<file path="config.mk">
export PLATFORM = sky130hd
export DESIGN_NAME = seg_scan_decoder_flat
export DESIGN_NICKNAME = d
export VERILOG_FILES = /design/src/rtl/seg_scan_decoder_pkg.sv /design/src/rtl/seg_scan_decoder_if.sv /design/src/rtl/seg_scan_decoder_seg7_pattern_decode.sv /design/src/rtl/seg_scan_decoder.sv /design/src/flat_wrapper.sv
export SDC_FILE = /design/constraint.sdc
export NUM_CORES = 1
export LEC_CHECK = 0
export BUFFER_PORTS_ARGS = -buffer_cell sky130_fd_sc_hd__buf_2
export CORE_UTILIZATION = 28
export DETAILED_ROUTE_END_ITERATION = 10
export GPL_TIMING_DRIVEN = 0
export PLACE_DENSITY_LB_ADDON = 0.15
export SLEW_MARGIN = 20
export SYNTH_ARGS = -nofsm -noshare
export SYNTH_HDL_FRONTEND = slang
export SYNTH_SLANG_ARGS = --single-unit
</file>
<file path="constraint.sdc">
create_clock -name sys_clk -period 2.9 [get_ports sys_clk]
set_input_delay 0.58 -clock sys_clk [delete_from_list [all_inputs] [get_ports sys_clk]]
set_output_delay 0.58 -clock sys_clk [all_outputs]
set_load 0.02 [all_outputs]
</file>
<file path="src/rtl/seg_scan_decoder_pkg.sv">
// -----------------------------------------------------------------------------
// seg_scan_decoder_pkg
//   Shared definitions for the 7-segment receive path.
//   - SEG_0..SEG_F, SEG_NULL: active-low segment patterns {dp,g,f,e,d,c,b,a}
//     with the decimal point off. Display drivers use the same constants, so
//     encoder and decoder always agree on one table.
//   - sel_kind_e / classify_sel: classification of a digit-select word.
// -----------------------------------------------------------------------------
package seg_scan_decoder_pkg;

  localparam logic [7:0] SEG_0    = 8'hC0;
  localparam logic [7:0] SEG_1    = 8'hF9;
  localparam logic [7:0] SEG_2    = 8'hA4;
  localparam logic [7:0] SEG_3    = 8'hB0;
  localparam logic [7:0] SEG_4    = 8'h99;
  localparam logic [7:0] SEG_5    = 8'h92;
  localparam logic [7:0] SEG_6    = 8'h82;
  localparam logic [7:0] SEG_7    = 8'hF8;
  localparam logic [7:0] SEG_8    = 8'h80;
  localparam logic [7:0] SEG_9    = 8'h90;
  localparam logic [7:0] SEG_A    = 8'h88;
  localparam logic [7:0] SEG_B    = 8'h83;
  localparam logic [7:0] SEG_C    = 8'hC6;
  localparam logic [7:0] SEG_D    = 8'hA1;
  localparam logic [7:0] SEG_E    = 8'h86;
  localparam logic [7:0] SEG_F    = 8'h8E;
  localparam logic [7:0] SEG_NULL = 8'hFF;

  // Indexed by nibble value.
  localparam logic [7:0] SEG_HEX [16] = '{
    SEG_0, SEG_1, SEG_2, SEG_3, SEG_4, SEG_5, SEG_6, SEG_7,
    SEG_8, SEG_9, SEG_A, SEG_B, SEG_C, SEG_D, SEG_E, SEG_F
  };

  typedef enum logic [1:0] {
    SEL_NONE,   // 8'h00: scan dead time
    SEL_ONE,    // exactly one digit selected
    SEL_ALL,    // 8'hFF: static drive, all digits show the same pattern
    SEL_MULTI   // anything else: bus fault
  } sel_kind_e;

  function automatic sel_kind_e classify_sel(input logic [7:0] sel);
    if (sel == 8'h00) return SEL_NONE;
    if (sel == 8'hFF) return SEL_ALL;
    // Clearing the lowest set bit leaves zero only for a one-hot word.
    if ((sel & (sel - 8'd1)) == 8'h00) return SEL_ONE;
    return SEL_MULTI;
  endfunction

endpackage

</file>
<file path="src/rtl/seg_scan_decoder_if.sv">
// -----------------------------------------------------------------------------
// seg_scan_decoder_if
//   Snooped display bus plus the recovered frame.
//   Bus (driven by the display side / master):
//     seg_in[7:0]  segment lines, active-low, [6:0]=g..a, [7]=dp
//     sel_in[7:0]  digit select, active-high, 8'hFF = static drive
//   Recovered frame (driven by the decoder / slave):
//     digits[31:0] nibble of digit i at [4i+3:4i]
//     dp, blank, digit_err [7:0] per-digit flags
//     frame_valid, sel_err, timeout  single-cycle pulses
// -----------------------------------------------------------------------------
interface seg_scan_decoder_if;
  logic [7:0]  seg_in;
  logic [7:0]  sel_in;
  logic [31:0] digits;
  logic [7:0]  dp;
  logic [7:0]  blank;
  logic [7:0]  digit_err;
  logic        frame_valid;
  logic        sel_err;
  logic        timeout;

  modport master (
    output seg_in, sel_in,
    input  digits, dp, blank, digit_err, frame_valid, sel_err, timeout
  );

  modport slave (
    input  seg_in, sel_in,
    output digits, dp, blank, digit_err, frame_valid, sel_err, timeout
  );
endinterface

</file>
<file path="src/rtl/seg_scan_decoder_seg7_pattern_decode.sv">
// -----------------------------------------------------------------------------
// seg_scan_decoder_seg7_pattern_decode
//   Combinational seg[6:0] -> {err, blank, nibble}.
//   Ports:
//     seg[6:0]    in   active-low segments g..a (dp is handled by the caller)
//     nibble[3:0] out  hex value, 0 for blank or unknown patterns
//     blank       out  all segments off
//     err         out  pattern is neither blank nor in the hex table
// -----------------------------------------------------------------------------
module seg_scan_decoder_seg7_pattern_decode
  import seg_scan_decoder_pkg::*;
(
  input  logic [6:0] seg,
  output logic [3:0] nibble,
  output logic       blank,
  output logic       err
);

  always_comb begin
    nibble = 4'h0;
    blank  = 1'b0;
    err    = 1'b1;
    if (seg == SEG_NULL[6:0]) begin
      blank = 1'b1;
      err   = 1'b0;
    end else begin
      for (int i = 0; i < 16; i++) begin
        if (seg == SEG_HEX[i][6:0]) begin
          nibble = 4'(i);
          err    = 1'b0;
        end
      end
    end
  end

endmodule

</file>
<file path="src/rtl/seg_scan_decoder.sv">
// -----------------------------------------------------------------------------
// seg_scan_decoder
//   Receive side of an 8-digit 7-segment display bus. Samples seg/sel driven by
//   a static or scanned display driver and rebuilds one frame per 8 digits.
//   Parameters:
//     STABLE_CYC   identical synced {sel,seg} cycles before a sample is taken
//     TIMEOUT_CYC  idle cycles after which a partial frame is dropped
//   Ports:
//     sys_clk, sys_rst_n (async, active-low)
//     bus  seg_scan_decoder_if.slave (seg_in/sel_in in, frame outputs out)
// -----------------------------------------------------------------------------
module seg_scan_decoder
  import seg_scan_decoder_pkg::*;
#(
  parameter int unsigned STABLE_CYC  = 16,
  parameter int unsigned TIMEOUT_CYC = 1_000_000
) (
  input  logic              sys_clk,
  input  logic              sys_rst_n,
  seg_scan_decoder_if.slave bus
);

  localparam int unsigned       STAB_W    = $clog2(STABLE_CYC);
  localparam int unsigned       TO_W      = $clog2(TIMEOUT_CYC);
  localparam logic [STAB_W-1:0] STAB_LAST = STAB_W'(STABLE_CYC - 1);
  localparam logic [STAB_W-1:0] STAB_PRE  = STAB_W'(STABLE_CYC - 2);
  localparam logic [TO_W-1:0]   TO_LAST   = TO_W'(TIMEOUT_CYC - 1);

  logic [7:0]        seg_s1_q, seg_s2_q, seg_prev_q;
  logic [7:0]        sel_s1_q, sel_s2_q, sel_prev_q;
  logic [STAB_W-1:0] stab_cnt_q, stab_cnt_d;
  logic [TO_W-1:0]   to_cnt_q, to_cnt_d;
  logic [7:0]        mask_q, mask_d;
  logic [31:0]       sh_digits_q, sh_digits_d;
  logic [7:0]        sh_dp_q, sh_dp_d, sh_blank_q, sh_blank_d, sh_err_q, sh_err_d;
  logic [31:0]       digits_q, digits_d;
  logic [7:0]        dp_q, dp_d, blank_q, blank_d, derr_q, derr_d;
  logic              frame_valid_q, frame_valid_d;
  logic              sel_err_q, sel_err_d;
  logic              timeout_q, timeout_d;

  logic              capture, valid_cap, frame_done;
  logic [3:0]        dec_nib;
  logic              dec_blank, dec_err;
  sel_kind_e         sel_kind;

  seg_scan_decoder_seg7_pattern_decode u_decode (
    .seg    (seg_s2_q[6:0]),
    .nibble (dec_nib),
    .blank  (dec_blank),
    .err    (dec_err)
  );

  assign sel_kind = classify_sel(sel_s2_q);

  // Stability filter: one capture per stable interval. The counter parks at
  // STAB_LAST, so a held value never produces a second capture.
  always_comb begin
    stab_cnt_d = stab_cnt_q;
    capture    = 1'b0;
    if ({sel_s2_q, seg_s2_q} != {sel_prev_q, seg_prev_q}) begin
      stab_cnt_d = '0;
    end else if (stab_cnt_q != STAB_LAST) begin
      stab_cnt_d = stab_cnt_q + 1'b1;
      capture    = (stab_cnt_q == STAB_PRE);
    end
  end

  assign valid_cap  = capture && ((sel_kind == SEL_ONE) || (sel_kind == SEL_ALL));
  assign frame_done = (mask_q == 8'hFF);

  always_comb begin
    mask_d        = mask_q;
    to_cnt_d      = to_cnt_q;
    sh_digits_d   = sh_digits_q;
    sh_dp_d       = sh_dp_q;
    sh_blank_d    = sh_blank_q;
    sh_err_d      = sh_err_q;
    digits_d      = digits_q;
    dp_d          = dp_q;
    blank_d       = blank_q;
    derr_d        = derr_q;
    frame_valid_d = 1'b0;
    sel_err_d     = capture && (sel_kind == SEL_MULTI);
    timeout_d     = 1'b0;

    // Mask filled on the previous capture: publish the shadow frame.
    if (frame_done) begin
      digits_d      = sh_digits_q;
      dp_d          = sh_dp_q;
      blank_d       = sh_blank_q;
      derr_d        = sh_err_q;
      frame_valid_d = 1'b1;
      mask_d        = 8'h00;
    end

    // A valid capture restarts the idle timer and wins over a timeout.
    // Dead-time (sel=00) and multi-hot captures leave the timer running.
    if (valid_cap) begin
      to_cnt_d = '0;
      for (int i = 0; i < 8; i++) begin
        if (sel_s2_q[i]) begin
          sh_digits_d[4*i +: 4] = dec_nib;
          sh_dp_d[i]            = ~seg_s2_q[7];
          sh_blank_d[i]         = dec_blank;
          sh_err_d[i]           = dec_err;
          mask_d[i]             = 1'b1;
        end
      end
    end else if (!frame_done && (mask_q != 8'h00)) begin
      if (to_cnt_q == TO_LAST) begin
        timeout_d = 1'b1;
        mask_d    = 8'h00;
        to_cnt_d  = '0;
      end else begin
        to_cnt_d = to_cnt_q + 1'b1;
      end
    end
  end

  always_ff @(posedge sys_clk or negedge sys_rst_n) begin
    if (!sys_rst_n) begin
      seg_s1_q      <= '0;
      seg_s2_q      <= '0;
      seg_prev_q    <= '0;
      sel_s1_q      <= '0;
      sel_s2_q      <= '0;
      sel_prev_q    <= '0;
      stab_cnt_q    <= '0;
      to_cnt_q      <= '0;
      mask_q        <= '0;
      sh_digits_q   <= '0;
      sh_dp_q       <= '0;
      sh_blank_q    <= '0;
      sh_err_q      <= '0;
      digits_q      <= '0;
      dp_q          <= '0;
      blank_q       <= '0;
      derr_q        <= '0;
      frame_valid_q <= 1'b0;
      sel_err_q     <= 1'b0;
      timeout_q     <= 1'b0;
    end else begin
      // Bus pins are asynchronous to sys_clk: two-flop synchronizers.
      seg_s1_q      <= bus.seg_in;
      seg_s2_q      <= seg_s1_q;
      seg_prev_q    <= seg_s2_q;
      sel_s1_q      <= bus.sel_in;
      sel_s2_q      <= sel_s1_q;
      sel_prev_q    <= sel_s2_q;
      stab_cnt_q    <= stab_cnt_d;
      to_cnt_q      <= to_cnt_d;
      mask_q        <= mask_d;
      sh_digits_q   <= sh_digits_d;
      sh_dp_q       <= sh_dp_d;
      sh_blank_q    <= sh_blank_d;
      sh_err_q      <= sh_err_d;
      digits_q      <= digits_d;
      dp_q          <= dp_d;
      blank_q       <= blank_d;
      derr_q        <= derr_d;
      frame_valid_q <= frame_valid_d;
      sel_err_q     <= sel_err_d;
      timeout_q     <= timeout_d;
    end
  end

  assign bus.digits      = digits_q;
  assign bus.dp          = dp_q;
  assign bus.blank       = blank_q;
  assign bus.digit_err   = derr_q;
  assign bus.frame_valid = frame_valid_q;
  assign bus.sel_err     = sel_err_q;
  assign bus.timeout     = timeout_q;

endmodule

</file>
<file path="src/flat_wrapper.sv">
// flat-port wrapper written by rule: the top's interface ports become plain ports
module seg_scan_decoder_flat import seg_scan_decoder_pkg::*;
#(
  parameter int unsigned STABLE_CYC  = 16,
  parameter int unsigned TIMEOUT_CYC = 1_000_000
)
  (sys_clk, sys_rst_n, bus_seg_in, bus_sel_in, bus_digits, bus_dp, bus_blank, bus_digit_err, bus_frame_valid, bus_sel_err, bus_timeout);
  seg_scan_decoder_if bus_i ();
  input  logic sys_clk;
  input  logic sys_rst_n;
  input wire logic [$bits(bus_i.seg_in)-1:0] bus_seg_in;
  input wire logic [$bits(bus_i.sel_in)-1:0] bus_sel_in;
  output wire logic [$bits(bus_i.digits)-1:0] bus_digits;
  output wire logic [$bits(bus_i.dp)-1:0] bus_dp;
  output wire logic [$bits(bus_i.blank)-1:0] bus_blank;
  output wire logic [$bits(bus_i.digit_err)-1:0] bus_digit_err;
  output wire logic [$bits(bus_i.frame_valid)-1:0] bus_frame_valid;
  output wire logic [$bits(bus_i.sel_err)-1:0] bus_sel_err;
  output wire logic [$bits(bus_i.timeout)-1:0] bus_timeout;
  assign bus_i.seg_in = bus_seg_in;
  assign bus_i.sel_in = bus_sel_in;
  assign bus_digits = bus_i.digits;
  assign bus_dp = bus_i.dp;
  assign bus_blank = bus_i.blank;
  assign bus_digit_err = bus_i.digit_err;
  assign bus_frame_valid = bus_i.frame_valid;
  assign bus_sel_err = bus_i.sel_err;
  assign bus_timeout = bus_i.timeout;
  seg_scan_decoder #(.STABLE_CYC(STABLE_CYC), .TIMEOUT_CYC(TIMEOUT_CYC)) u_core (.sys_clk(sys_clk), .sys_rst_n(sys_rst_n), .bus(bus_i));
endmodule
</file>
==> reports/metrics.csv <==
metric,value,unit
worst rel slew slack,55.5,%
Fin. Hold Viols,0,
detailed placement HPWL,12900,µm
Reg2Reg Depth,10,
Synth async-reset ratio,100,%
"EDFF count, synth",0,
row cnt,62,
worst hold path stage count,1,
drt initial violations,321,
Final TNS setup,0,ns
CTS tree,built,
design area,10000,µm²
max_cap viols,0,
Final Non-Filler Cells,1224,
main combinational cell family by area after synthesis,simple AND/OR/NAND/NOR gates,
fin crit share,97.8,%
post-synthesis cell count,717,
final antenna-violating net count,0,
gpl congestion,0.809,
Post-Synth Adder-Cell Area,0.857,%
Pins Over Slew Limit,0,
Core Region,28700,µm²
Crit Path Category,reg2reg,
area grow syn2layout,23.0,%
R2R Path End,u_core.mask_q[5],
clock buffer depth,2,
placed cell areas,9100,µm²
Layout Nets,849,
Syn Area/Cell,11.4,µm²
grt total ovfl,0,
Horiz. Die Dim,173,µm
"most common cell after layout, fill and taps aside",dfrtp_1,
die area,29900,µm²
hold crit path type,in2reg,
Power Total,0.00540,W
Worst R2R Setup Slack,0.06,ns
pin count of the biggest net entering global routing,86,
starting density of the core,28.5,%
DRC errors left,0,
post-synth net total,739,
XOR/XNOR Fraction of Synth Area,2.14,%
flip-flop and latch area,4880,µm²
Fill cells,2942,
Required @ worst endpoint,3.23,ns
I/O pin cnt,77,
total global-route track usage,13.5,%
Crit. End Element,register,
most frequent cells in the layout,"dfrtp_1 (195), nand2_1 (170), buf_2 (85)",
Worst Setup SP,u_core.sel_s2_q[2],
placed cells,1179,
RSZ-0062 raised after global routing,yes,
# setup viols final,0,
Leakage Power,4.95,nW
Die Y,173,µm
power density cells,537,nW/µm²
"Arr. time, crit path",3.16,ns
vias per inst,4.60,
CTS Buf Count,17,
Clock Latency Late Sink,0.44,ns
Mapped Area,8170,µm²
Worst-path clk slew,0.09,ns
first-pass iteration count of the detailed router,4,
"FF+latch count, synth",195,
drt total wl,19400,µm
yosys synthesis warning count,0,
CP Max Fanout,8,
Multi-input gate area,3170,µm²
wire per inst,15.9,µm
layout cell share with drive strength beyond 1,27.5,%
clock root cell,clkbuf_16,
crit path launch type,register,
Fmax,353,MHz
global-route wire length before repair,31900,µm
top_reg_cell synth,dfrtp_1,
clock skew,0.0167,ns
CTS HTree Levels,4,
vias in the first global route,5674,
worst-margin pin slew,0.668,ns
antenna violations before repair,0,
sequential share of the synthesized area,59.7,%
FF-to-FF Start,u_core.sel_s2_q[2],
Max IR drop VDD,0.390,mV
Worst setup endpoint,u_core.mask_q[5],
status,finished clean,
total number of vias,5626,
Tmin final,2.84,ns
n_diodes,0,
clock sink total,195,
Synth Area in Compound Gates,7.12,%
Post-Synth Simple-Gate Area,18.2,%
post-synthesis mux area share,8.30,%
post-synth cell types,64,
Buffers on Ports,76,
[power breakdown]
group          leakage [nW]  internal (W)  switching [W]
combinational          2.04     0.0000706       0.000127
clock                 0.300       0.00120        0.00123
sequential             2.61       0.00275      0.0000186
total                  4.95       0.00402        0.00138
[layer usage]
| metal | up-vias | part of all wire (%) | track usage (%) |
|---|---|---|---|
| met1 | 2820 | 50 | 19.4 |
| met4 | 0 | 0.56 | 2.88 |
| li1 | 2703 | - | - |
| met2 | 96 | 46 | 21.0 |
| met3 | 7 | 2.8 | 2.73 |
| met5 | - | 0 | 0 |
[per-stage QoR]
step	hold slack, ns	worst slack (ns)	util, %
after floorplan	0.284	0.0252	-
after global placement	0.333	-2.26	31.5
after detailed placement	0.335	-0.170	31.7
after CTS	0.222	0.000887	34.1
after global routing	0.209	-0.0627	35.0
final	0.240	0.0636	35.0
[worst min path at each step]
| stage | from | endpoint | slack [ns] |
|---|---|---|---|
| after global placement | u_core.seg_s1_q[2] | u_core.seg_s2_q[2] | 0.33 |
| after detailed placement | u_core.seg_s1_q[7] | u_core.seg_s2_q[7] | 0.33 |
| after floorplan | sys_rst_n | u_core.bus.blank[0] | 0.28 |
| final | bus_sel_in[2] | u_core.sel_s1_q[2] | 0.24 |
| after CTS | bus_sel_in[6] | u_core.sel_s1_q[6] | 0.22 |
| after global routing | bus_sel_in[6] | u_core.sel_s1_q[6] | 0.21 |
[cells in the mapped netlist, drive strengths merged, types with 5 or more instances]
library cell	n	area, µm²
and3	9	57.6
nand3	19	173
clkbuf	22	83.8
and2	9	60.1
o21ai	27	135
buf	24	165
nand2	170	638
or4	14	106
nor4	10	83.8
a22oi	5	37.5
inv	12	45.0
nand4	13	87.6
mux2i	10	100
mux2	48	578
a32o	9	90.1
nor3	8	40.0
a21oi	25	125
dfrtp	195	4880
nor2	15	56.3
xnor2	19	166
[final cells by class]
type	instances	share of cell area, %
plain buffers	46	2.89
clock buffers	18	4.37
clock inverters	14	1.82
inverters	13	0.486
multi-input cells	463	31.5
flip-flops and latches	195	48.6
well taps	384	4.78
repair buffers	91	5.60
[worst max-delay path, stage by stage, from the launching register on]
cell and delay (ns):
dfrtp_1 0.41, buf_6 0.14, nor3_4 0.18, nand2b_1 0.09, or4_2 0.53, o22a_1 0.21, ha_1 0.27, and2_4 0.16
buf_12 0.13, a211o_4 0.37, a32o_1 0.23
[what timing repair did]
item | CTS | global route
gates resized for setup | 8 | 46
setup buffers | 2 | 9
hold endpoints to repair | 1 | 0
pin swaps | 3 | 17
hold buffers | 1 | 0
gates cloned | 0 | 1
setup endpoints to repair | 74 | 80
[kinds of logic (layout without fill, tap and decap cells)]
kind of cell,count (synthesis),count (layout)
mux,58,58
buf+inv,59,182
fa+ha+maj,6,6
flops,195,195
simple gates,290,290
xor+xnor,20,20
compound gates,89,89
No activity file was read; power rests on OpenSTA's default activity.
